File: config.mk
export PLATFORM = sky130hd
export DESIGN_NAME = simon_loader
export DESIGN_NICKNAME = d
export VERILOG_FILES = /design/src/rtl/simon_loader.sv
export SDC_FILE = /design/constraint.sdc
export NUM_CORES = 1
export LEC_CHECK = 0
export ABC_AREA = 1
export ABC_CLOCK_PERIOD_IN_PS = 4500
export BUFFER_PORTS_ARGS = -buffer_cell sky130_fd_sc_hd__buf_2
export CORE_ASPECT_RATIO = 1.75
export CORE_MARGIN = 1
export CORE_UTILIZATION = 35
export CTS_BUF_LIST = sky130_fd_sc_hd__clkbuf_8
export DETAILED_ROUTE_END_ITERATION = 12
export PLACE_DENSITY = 0.66
export SLEW_MARGIN = 20
export SYNTH_ARGS = -nofsm -noshare
export SYNTH_HDL_FRONTEND = slang
export SYNTH_SLANG_ARGS = --single-unit
File: constraint.sdc
create_clock -name clk -period 4.5 [get_ports clk]
set_input_delay 0.9 -clock clk [delete_from_list [all_inputs] [get_ports clk]]
set_output_delay 0.9 -clock clk [all_outputs]
set_load 0.02 [all_outputs]
File: src/rtl/simon_loader.sv
// simon_loader: byte-stream front end for the Simon 64/128 core.
// Assembles big-endian key (128b) and block (64b) frames from a valid/ready
// byte stream. It issues one valid_in pulse per block and then waits for
// core_done or a timeout. The key persists across blocks until a new key frame.
module simon_loader #(
  parameter int unsigned KEY_BYTES   = 16,
  parameter int unsigned BLOCK_BYTES = 8,
  parameter int unsigned TIMEOUT     = 255
) (
  input  logic         clk,
  input  logic         rstn,
  input  logic [7:0]   s_data,
  input  logic         s_kind,
  input  logic         s_valid,
  output logic         s_ready,
  input  logic         core_done,
  output logic [127:0] key,
  output logic [63:0]  in_block,
  output logic         valid_in,
  output logic         key_loaded,
  output logic         busy,
  output logic         err,
  output logic [1:0]   err_code
);

  localparam int unsigned TW       = $clog2(TIMEOUT + 1);
  localparam logic [3:0]  KEY_LAST = 4'(KEY_BYTES - 1);
  localparam logic [3:0]  BLK_LAST = 4'(BLOCK_BYTES - 1);
  // ISSUE is cycle 0 of the wait window. The last WAIT cycle is
  // therefore the one where timer_q == TIMEOUT-2.
  localparam logic [TW-1:0] TMO_LAST = TW'(TIMEOUT - 2);

  typedef enum logic [2:0] {
    S_IDLE,
    S_LOAD_KEY,
    S_LOAD_BLK,
    S_ISSUE,
    S_WAIT
  } state_e;

  state_e         state_q, state_d;
  logic [127:0]   sh_q, sh_d;
  logic [3:0]     cnt_q, cnt_d;
  logic [127:0]   key_q, key_d;
  logic [63:0]    blk_q, blk_d;
  logic           key_loaded_q, key_loaded_d;
  logic           s_ready_q, s_ready_d;
  logic [TW-1:0]  timer_q, timer_d;
  logic           err_q, err_d;
  logic [1:0]     err_code_q, err_code_d;
  logic           accept;

  always_ff @(posedge clk or negedge rstn) begin
    if (!rstn) begin
      state_q      <= S_IDLE;
      sh_q         <= '0;
      cnt_q        <= '0;
      key_q        <= '0;
      blk_q        <= '0;
      key_loaded_q <= 1'b0;
      s_ready_q    <= 1'b0;
      timer_q      <= '0;
      err_q        <= 1'b0;
      err_code_q   <= '0;
    end else begin
      state_q      <= state_d;
      sh_q         <= sh_d;
      cnt_q        <= cnt_d;
      key_q        <= key_d;
      blk_q        <= blk_d;
      key_loaded_q <= key_loaded_d;
      s_ready_q    <= s_ready_d;
      timer_q      <= timer_d;
      err_q        <= err_d;
      err_code_q   <= err_code_d;
    end
  end

  always_comb begin
    state_d      = state_q;
    sh_d         = sh_q;
    cnt_d        = cnt_q;
    key_d        = key_q;
    blk_d        = blk_q;
    key_loaded_d = key_loaded_q;
    timer_d      = timer_q;
    err_d        = 1'b0;
    err_code_d   = err_code_q;
    accept       = s_valid && s_ready_q;

    if (accept) begin
      sh_d = {sh_q[119:0], s_data};
    end

    unique case (state_q)
      S_IDLE: begin
        if (accept) begin
          cnt_d   = 4'd1;
          state_d = s_kind ? S_LOAD_KEY : S_LOAD_BLK;
        end
      end
      S_LOAD_KEY: begin
        if (accept) begin
          if (!s_kind) begin
            err_d      = 1'b1;
            err_code_d = 2'd1;
            cnt_d      = 4'd1;
            state_d    = S_LOAD_BLK;
          end else if (cnt_q == KEY_LAST) begin
            key_d        = sh_d;
            key_loaded_d = 1'b1;
            cnt_d        = '0;
            state_d      = S_IDLE;
          end else begin
            cnt_d = cnt_q + 4'd1;
          end
        end
      end
      S_LOAD_BLK: begin
        if (accept) begin
          if (s_kind) begin
            err_d      = 1'b1;
            err_code_d = 2'd1;
            cnt_d      = 4'd1;
            state_d    = S_LOAD_KEY;
          end else if (cnt_q == BLK_LAST) begin
            cnt_d = '0;
            if (key_loaded_q) begin
              blk_d   = sh_d[63:0];
              state_d = S_ISSUE;
            end else begin
              err_d      = 1'b1;
              err_code_d = 2'd2;
              state_d    = S_IDLE;
            end
          end else begin
            cnt_d = cnt_q + 4'd1;
          end
        end
      end
      S_ISSUE: begin
        timer_d = '0;
        state_d = core_done ? S_IDLE : S_WAIT;
      end
      S_WAIT: begin
        timer_d = timer_q + 1'b1;
        if (core_done) begin
          state_d = S_IDLE;
        end else if (timer_q == TMO_LAST) begin
          err_d      = 1'b1;
          err_code_d = 2'd3;
          state_d    = S_IDLE;
        end
      end
      default: state_d = S_IDLE;
    endcase

    s_ready_d = (state_d == S_IDLE) || (state_d == S_LOAD_KEY) ||
                (state_d == S_LOAD_BLK);
  end

  always_comb begin
    valid_in   = (state_q == S_ISSUE);
    busy       = (state_q == S_ISSUE) || (state_q == S_WAIT);
    s_ready    = s_ready_q;
    key        = key_q;
    in_block   = blk_q;
    key_loaded = key_loaded_q;
    err        = err_q;
    err_code   = err_code_q;
  end

endmodule

-- Word level (Yosys, flattened, before mapping)
Index checks and enable logic that the tools add are counted.
Widths: inputs -> output; s select.
- register bits after elaboration: 340
- output and inout bits: 199
- muxes and demuxes: 41
- reduce and logical (&&, ||, !) cells: 13
- bitwise operators: 1
- equality and inequality tests: 17
- $add $sub $neg: 2
- operator list (cell ; count):
    $mux 128 ; 1
    $mux 3 ; 10
    $mux 4 ; 7
    $mux 2 ; 10
    $pmux 8 s2 ; 1
    $pmux 3 s5 ; 1
    $ne 2x2->1 const B ; 6
    $pmux 4 s3 ; 1
    $eq 3x2->1 const B ; 3
    $add 8x1->8 const B ; 1
    $eq 8x8->1 const B ; 1
    $mux 1 ; 8
    $reduce_and 4->1 ; 2
    $reduce_and 8->1 ; 1
    $eq 3x1->1 const B ; 2
    $logic_not 3->1 ; 2
    $ne 3x3->1 const B ; 2
    $pmux 2 s3 ; 1
    $reduce_bool 3->1 ; 2
    $reduce_and 5->1 ; 1
    $add 4x1->4 const B ; 1
    $eq 4x3->1 const B ; 1
    $eq 4x4->1 const B ; 1
    $eq 3x3->1 const B ; 1
    5 further kinds ; 7

-- Logic depth before layout (Yosys ltp)
Gate-level depths: netlist (run 1).
- word-level depth: 8
- mapped depth: 10
- gate-level depth less buffers: 10

-- Worst setup path before layout (run 1)
Ideal clock, no wire load.
- kind: reg2out
- start point: register state_q[1]
- end point: output busy
- path slack: 2382 ps
- stages on the path, launching flop included: 5
- data arrival time: 1218 ps
- cells stage by stage: dfrtp_1 -> nand2_1 -> nor2_1 -> inv_1 -> nand2_1
- longest elaborated chain between the ends: 2
- elaborated cells between the ends (all ways): 3
- ends and longest elaborated chain (what ; RTL line ; RTL):
    from (decl) ; 41 ; state_e state_q, state_d;
    from (signal assigned) ; 66 ; state_q <= state_d;
    $eq 3x2->1 ; n/a ;
    named net valid_in ; 19 ; output logic valid_in,
    $logic_or 1x1->1 ; 164 ; busy = (state_q == S_ISSUE) || (state_q == S_WAIT);
    to (decl) ; 21 ; output logic busy,
The timed path passes the listed nets, and every way through them passes these cells.

-- Worst setup path after layout (run 1)
- start point: register s_ready_q (netlist: s_ready)
- end point: register blk_q[15] (netlist: in_block[15])
- longest elaborated chain between the ends: 2
- elaborated cells between the ends (all ways): 3
- ends and longest elaborated chain (what ; RTL line ; RTL):
    from (decl) ; 47 ; logic s_ready_q, s_ready_d;
    from (signal assigned) ; 72 ; s_ready_q <= s_ready_d;
    $logic_and 1x1->1 * ; 89 ; accept = s_valid && s_ready_q;
    $reduce_and 5->1 (no source line) or $mux 128 (tied branches) ; n/a ;
    to (signal assigned) ; 70 ; blk_q <= blk_d;
    to (decl) ; 45 ; logic [63:0] blk_q, blk_d;
Mark *: on every way between the ends. The rest lies on a longest branch, timed or not.
A chain may end at the register's enable or synchronous reset.

==> results of run 1 <==
==> metal layers <==
metal	up-vias	global-route usage
li1	4680	-
met1	4712	0.197
met2	251	0.295
met3	55	0.0343
met4	0	0.0750
met5	-	0
==> cells in the mapped netlist (all sizes together) <==
cell,number
a21boi,1
a21oi,9
a31oi,54
and2,1
buf,44
clkbuf,26
dfrtp,340
ha,3
inv,95
nand2,381
nand3,23
nand4,3
nor2,74
o21ai,211
o22ai,1
o31ai,1
or2,56
xor2,1
==> worst max-delay path, delay by kind of cell (launching register included) <==
family / cells / cell delay (ps)
AOI/OAI and AO/OA: 1 / 100
DFF: 1 / 420
buffers and inverters: 2 / 970
and+or+nand+nor: 5 / 1150
==> sequential cells by signal, summed over array words and instances, names as in the netlist <==
| register | count |
|---|---|
| cnt_q | 4 |
| err | 1 |
| err_code | 2 |
| in_block | 64 |
| key | 128 |
| key_loaded | 1 |
| s_ready | 1 |
| sh_q | 128 |
| state_q | 3 |
| timer_q | 8 |
==> stage by stage <==
stage	utilization	worst slack (ps)	power, µW	instances
after floorplan	-	2380	4850	1324
after global placement	0.397	1050	5330	1946
after detailed placement	0.397	961	5390	1946
after CTS	0.427	1540	8110	2032
after global routing	0.427	1220	8470	2032
final	0.427	1580	7980	2032
==> cell families (layout without fill, tap and decap cells) <==
| logic type | after synthesis | after routing | synth area share |
|---|---|---|---|
| compound gates | 277 | 277 | 0.113 |
| xor+xnor | 1 | 1 | 0.000676 |
| fa+ha+maj | 3 | 3 | 0.00290 |
| buf+inv | 165 | 403 | 0.0566 |
| flops | 340 | 340 | 0.656 |
| simple gates | 538 | 538 | 0.171 |
==> area by class of cell <==
cell class	instances	area, µm²
clock buffer	63	867
sequential	340	8510
tap	470	588
clock inverter	23	209
fill	3563	20800
timing repair buffer	222	1210
inverter	95	362
multi-input combinational	819	3740
==> layout by cell type (no fill, tap or decap), types with 2 or more instances in the layout <==
cell type	Yosys	routed
buf_12	0	5
dfrtp_1	340	340
inv_4	0	2
o21ai_0	146	146
nand4_1	3	3
buf_2	23	210
nand2_1	380	379
ha_1	3	3
nand3_1	22	21
a21oi_1	9	9
buf_4	13	6
clkbuf_8	0	63
bufinv_16	0	4
inv_2	6	4
or2_2	56	56
clkinv_2	0	4
inv_1	89	101
a31oi_1	54	54
nor2_1	72	72
o21ai_1	65	65
clkinvlp_4	0	2
==> final timing paths <==
path / slack (ps) / end / cells after the start
max: 1580 / in_block[15] / 8
min: 320 / key[124] / 1
max reg2reg: 1580 / in_block[15] / 8
min reg2reg: 470 / key[64] / 2
max in group asynchronous: 3180 / sh_q[2] / 2
min in group clk: 470 / key[64] / 2
==> power by group <==
group,internal (µW),switching [µW],leakage (µW)
logic,427,934,0.00306
registers,3620,335,0.00440
clock network,1490,1170,0.000593
total,5530,2440,0.00805
==> results.sh, run 1 <==
export IMPL_start_kind="flop"
export IMPL_slew_viol_final=0
export IMPL_p_per_area_mw_per_mm2=515
export IMPL_post_route_min_period_ps=2920
export IMPL_synth_cell_area_mm2=0.0130
export IMPL_vias=9698
export IMPL_relSlewSlack=0.491
export IMPL_hold_path_class="in2async"
export IMPL_first_iter_violations=455
export IMPL_whs_ps=316
export IMPL_highest_layer="met4"
export IMPL_fmax_mhz=343
export IMPL_port_buffers=211
export IMPL_cts_max_level=2
export IMPL_dr_wl_met2_mm=16.1
export IMPL_met1Wirelength_mm=12.6
export IMPL_synth_cell_types=27
export IMPL_routabilityCongestion=0.806
export IMPL_setup_tns_final_ps=0
export IMPL_grt_usage=0.169
export IMPL_rows=92
export IMPL_cap_violations=0
export IMPL_avgViaCountPerCell=4.77
export IMPL_grt_pass1_vias=9710
export IMPL_status="complete, no violations"
export IMPL_grt_setup_unrepaired="false"
export IMPL_p_leak_uw=0.00805
export IMPL_grt_max_degree=119
export IMPL_synth_top_area_cell="dfrtp_1"
export IMPL_die_area_mm2=0.0378
export IMPL_syn_avg_cell_area_um2=9.79
export IMPL_cts_sinks=340
export IMPL_period_share=0.648
export IMPL_cts_tree="yes"
export IMPL_hpwl_mm=21.1
export IMPL_cpMostUsedCell="nand2_1"
export IMPL_core_mm2=0.0363
export IMPL_ant_nets=0
export IMPL_finalSetupViolCount=0
export IMPL_cts_path_max_buffers=3
export IMPL_vdd_drop_max_mv=0.244
export IMPL_antenna_found_initial=0
export IMPL_synthCells=1324
export IMPL_yosys_register_bits=340
export IMPL_clock_latency_ps=570
export IMPL_finClkSkew_ps=13.2
export IMPL_cp_max_fo=86
export IMPL_drc=0
export IMPL_cp_cell_sequence="nand2_4, inv_4, nand2_1, nor2_1, nand3_4, buf_4, nand2_1, o21ai_0"
export IMPL_first_pass_iters=5
export IMPL_seq_area_frac_synth=0.656
export IMPL_initial_core_util=0.358
export IMPL_io_pins=212
export IMPL_synth_area_leaders="dfrtp_1 66%, nand2_1 11%, o21ai_0 5.6%"
export IMPL_syn_nets=1340
export IMPL_r2r_start="s_ready"
export IMPL_hold_viol=0
export IMPL_routedWlPerCell_um=15.4
export IMPL_gr_total_overflow=0
export IMPL_tightest_slew_ps=764
export IMPL_cts_root_buf="clkbuf_8"
export IMPL_slowest_delay_ps=510
export IMPL_wl_mm=31.3
export IMPL_die_h_um=257
export IMPL_clk_pin_slew_worst_paths_ps=70
export IMPL_placed_area_mm2=0.0144
export IMPL_cts_resized=0
export IMPL_nNetsFinal=1544
export IMPL_arrival_ps=3330
export IMPL_area_delta_synth_final_pct=19.5
export IMPL_yosys_area_top_type_share=0.656
export IMPL_critPathRequiredTime_ps=4910
export IMPL_ctsHoldBuffers=0
export IMPL_yosys_warnings=0
export IMPL_slowest_stage="buf_4"
export IMPL_cts_made_buffers=50
export IMPL_diodes=0
export IMPL_finalInstanceArea_mm2=0.0155
export IMPL_timing_critical_path_from="s_ready"
export IMPL_grt_pass1_wl_mm=50.9
export IMPL_critical_path_class="reg2reg"
export IMPL_cp_end_kind="flop"
export IMPL_drive_gt1_frac=0.233
export IMPL_wl_met3_mm=1.54
export IMPL_die_w_um=147
export IMPL_cts_setup_buffers=0
No activity file was read; power rests on OpenSTA's default activity.
==> inputs of run 2 (changes only) <==
--- a/config.mk
+++ b/config.mk
@@ -5,15 +5,15 @@
 export SDC_FILE = /design/constraint.sdc
 export NUM_CORES = 1
 export LEC_CHECK = 0
-export ABC_AREA = 1
-export ABC_CLOCK_PERIOD_IN_PS = 4500
+export ABC_AREA = 0
+export ABC_CLOCK_PERIOD_IN_PS = 2650
 export BUFFER_PORTS_ARGS = -buffer_cell sky130_fd_sc_hd__buf_2
 export CORE_ASPECT_RATIO = 1.75
 export CORE_MARGIN = 1
 export CORE_UTILIZATION = 35
 export CTS_BUF_LIST = sky130_fd_sc_hd__clkbuf_8
 export DETAILED_ROUTE_END_ITERATION = 12
-export PLACE_DENSITY = 0.66
+export PLACE_DENSITY = 0.68
 export SLEW_MARGIN = 20
 export SYNTH_ARGS = -nofsm -noshare
 export SYNTH_HDL_FRONTEND = slang
==> constraint.sdc (replaced) <==
create_clock -name clk -period 2.65 [get_ports clk]
set_input_delay 0.53 -clock clk [delete_from_list [all_inputs] [get_ports clk]]
set_output_delay 0.53 -clock clk [all_outputs]
set_load 0.02 [all_outputs]
==> run 2 against run 1 <==
Against the previous run: via count down 9.6%; total power grew 73%; combinational power grew 80%; clock power increased by 70%; largest cell class unchanged.
==> results.sh, run 2 <==
export IMPL_p_leak_uw=0.00868
export IMPL_rows=92
export IMPL_p_per_area_mw_per_mm2=879
export IMPL_cts_root_buf="clkbuf_8"
export IMPL_syn_nets=1152
export IMPL_setup_tns_final_ps=0
export IMPL_finalSetupViolCount=0
export IMPL_cts_sinks=340
export IMPL_grt_usage=0.168
export IMPL_whs_ps=190
export IMPL_grt_max_degree=129
export IMPL_ant_nets=0
export IMPL_clock_latency_ps=580
export IMPL_final_cell_mix="337 x dfrtp_1, 328 x nand2_1, 210 x buf_2"
export IMPL_synth_edf_count=0
export IMPL_grt_pass1_vias=9162
export IMPL_cp_end_kind="output port"
export IMPL_finalInstanceArea_mm2=0.0157
export IMPL_synthTopCellsByCount="340 x dfrtp_1, 329 x nand2_1, 125 x o21ai_0"
export IMPL_post_route_min_period_ps=2500
export IMPL_status="complete, no violations"
export IMPL_synth_area_leaders="dfrtp_1 66%, nand2_1 9.6%, mux2_2 5.7%"
export IMPL_arrival_ps=1970
export IMPL_setup_ws_ps=152
export IMPL_finalCoreUtilization=0.435
export IMPL_die_h_um=256
export IMPL_mostFrequentLayoutCell="dfrtp_1"
export IMPL_syn_avg_cell_area_um2=11.4
export IMPL_first_iter_violations=350
export IMPL_yosys_warnings=0
export IMPL_cp_max_fo=14
export IMPL_fmax_mhz=400
export IMPL_critPathRequiredTime_ps=2120
export IMPL_clk_pin_slew_worst_paths_ps=60
export IMPL_critical_path_class="reg2out"
export IMPL_first_pass_iters=4
export IMPL_vdd_drop_max_mv=0.508
export IMPL_synth_cell_area_mm2=0.0129
export IMPL_antenna_found_initial=3
export IMPL_drc=0
export IMPL_yosys_register_bits=340
export IMPL_synth_top_area_cell="dfrtp_1"
export IMPL_port_buffers=211
export IMPL_routedWlPerCell_um=16.5
export IMPL_start_kind="flop"
export IMPL_dp_slack_ps=480
export IMPL_routabilityCongestion=0.848
export IMPL_gr_total_overflow=0
export IMPL_vias=8770
export IMPL_slew_viol_final=0
export IMPL_period_share=0.943
export IMPL_yosysMostFrequentCell="dfrtp_1"
export IMPL_cts_max_level=2
export IMPL_synthArstFlopShare=1.00
export IMPL_avgViaCountPerCell=4.69
export IMPL_core_mm2=0.0361
export IMPL_hold_path_class="in2reg"
export IMPL_yosys_area_top_type_share=0.660
export IMPL_placed_area_mm2=0.0146
export IMPL_grt_setup_unrepaired="false"
export IMPL_die_area_mm2=0.0377
export IMPL_seq_area_frac_synth=0.660
export IMPL_drive_gt1_frac=0.277
export IMPL_cts_made_buffers=50
export IMPL_tightest_slew_ps=697
export IMPL_initial_core_util=0.357
export IMPL_cts_tree="yes"
export IMPL_finClkSkew_ps=17.8
export IMPL_relSlewSlack=0.535
export IMPL_synthCells=1136
export IMPL_cts_path_max_buffers=3
export IMPL_die_w_um=147
export IMPL_wl_mm=30.9
export IMPL_cap_violations=0
export IMPL_hold_viol=0
export IMPL_nNetsFinal=1378
export IMPL_area_delta_synth_final_pct=22.0
export IMPL_io_pins=212
export IMPL_grt_pass1_wl_mm=49.7
export IMPL_synth_flop_cell="dfrtp_1"
export IMPL_hpwl_mm=21.4
export IMPL_synth_cell_types=40
-- run 2: layout make-up --
type / count / area, µm²
Clock buffer: 63 / 867
Clock inverter: 26 / 218
Antenna cell: 2 / 5.00
Inverter: 68 / 255
Timing Repair Buffer: 238 / 1460
Multi-Input combinational cell: 664 / 3830
Tap cell: 470 / 588
Fill cell: 3442 / 20400
Sequential cell: 340 / 8510
-- run 2: logic make-up (layout without fill, tap and decap cells) --
family,count (synthesis),count (layout),share of synthesized area
flops,340,340,0.660
simple gates,372,372,0.118
mux,135,135,0.111
other cells,0,2,0
buf+inv,132,395,0.0440
compound gates,154,154,0.0642
fa+ha+maj,3,3,0.00291
-- run 2: worst max-delay path, stage by stage (launching register included) --
cell and delay (ps):
dfrtp_2 490, or3b_4 470, and2_1 190, inv_1 80, buf_2 160
-- run 2: path summary, 6_finish.rpt --
check	startpoint	cells past startpoint	to	slack, ps
max	state_q[1]	4	busy	150
min in group asynchronous	rstn	2	key[46]	550
min reg2reg	sh_q[126]	2	sh_q[126]	470
max in group asynchronous	rstn	3	key[106]	1400
max reg2reg	cnt_q[0]	6	key[104]	560
min	core_done	2	state_q[2]	190
-- run 2: routing by layer --
layer | vias to the layer above | part of all wire | track usage
met1 | 4306 | 0.39 | 0.190
met5 | - | 0.00036 | 0
li1 | 4163 | - | -
met3 | 79 | 0.037 | 0.0291
met2 | 220 | 0.52 | 0.294
met4 | 2 | 0.052 | 0.0971
-- run 2: power by group --
| group | switching, µW | internal, µW | leakage [µW] |
|---|---|---|---|
| combinational | 1610 | 840 | 0.00355 |
| sequential | 699 | 6170 | 0.00453 |
| clock | 1990 | 2530 | 0.000608 |
-- run 2: per-stage QoR --
stage | total power (µW) | instances
6_report | 13800 | 1871
5_1_grt | 14700 | 1871
4_1_cts | 14100 | 1867
3_5_place_dp | 9460 | 1777
3_3_place_gp | 9330 | 1777
2_1_floorplan | 8390 | 1136
-- run 2: timing repair --
| item | in CTS | in global routing |
|---|---|---|
| cloned | 0 | 0 |
| buffers inserted | 0 | 2 |
| endpoints found under the setup margin | 1 | 1 |
| hold endpoints to repair | 64 | 0 |
| resized for setup | 2 | 2 |
| pin swaps | 0 | 1 |
| hold buffers | 1 | 0 |
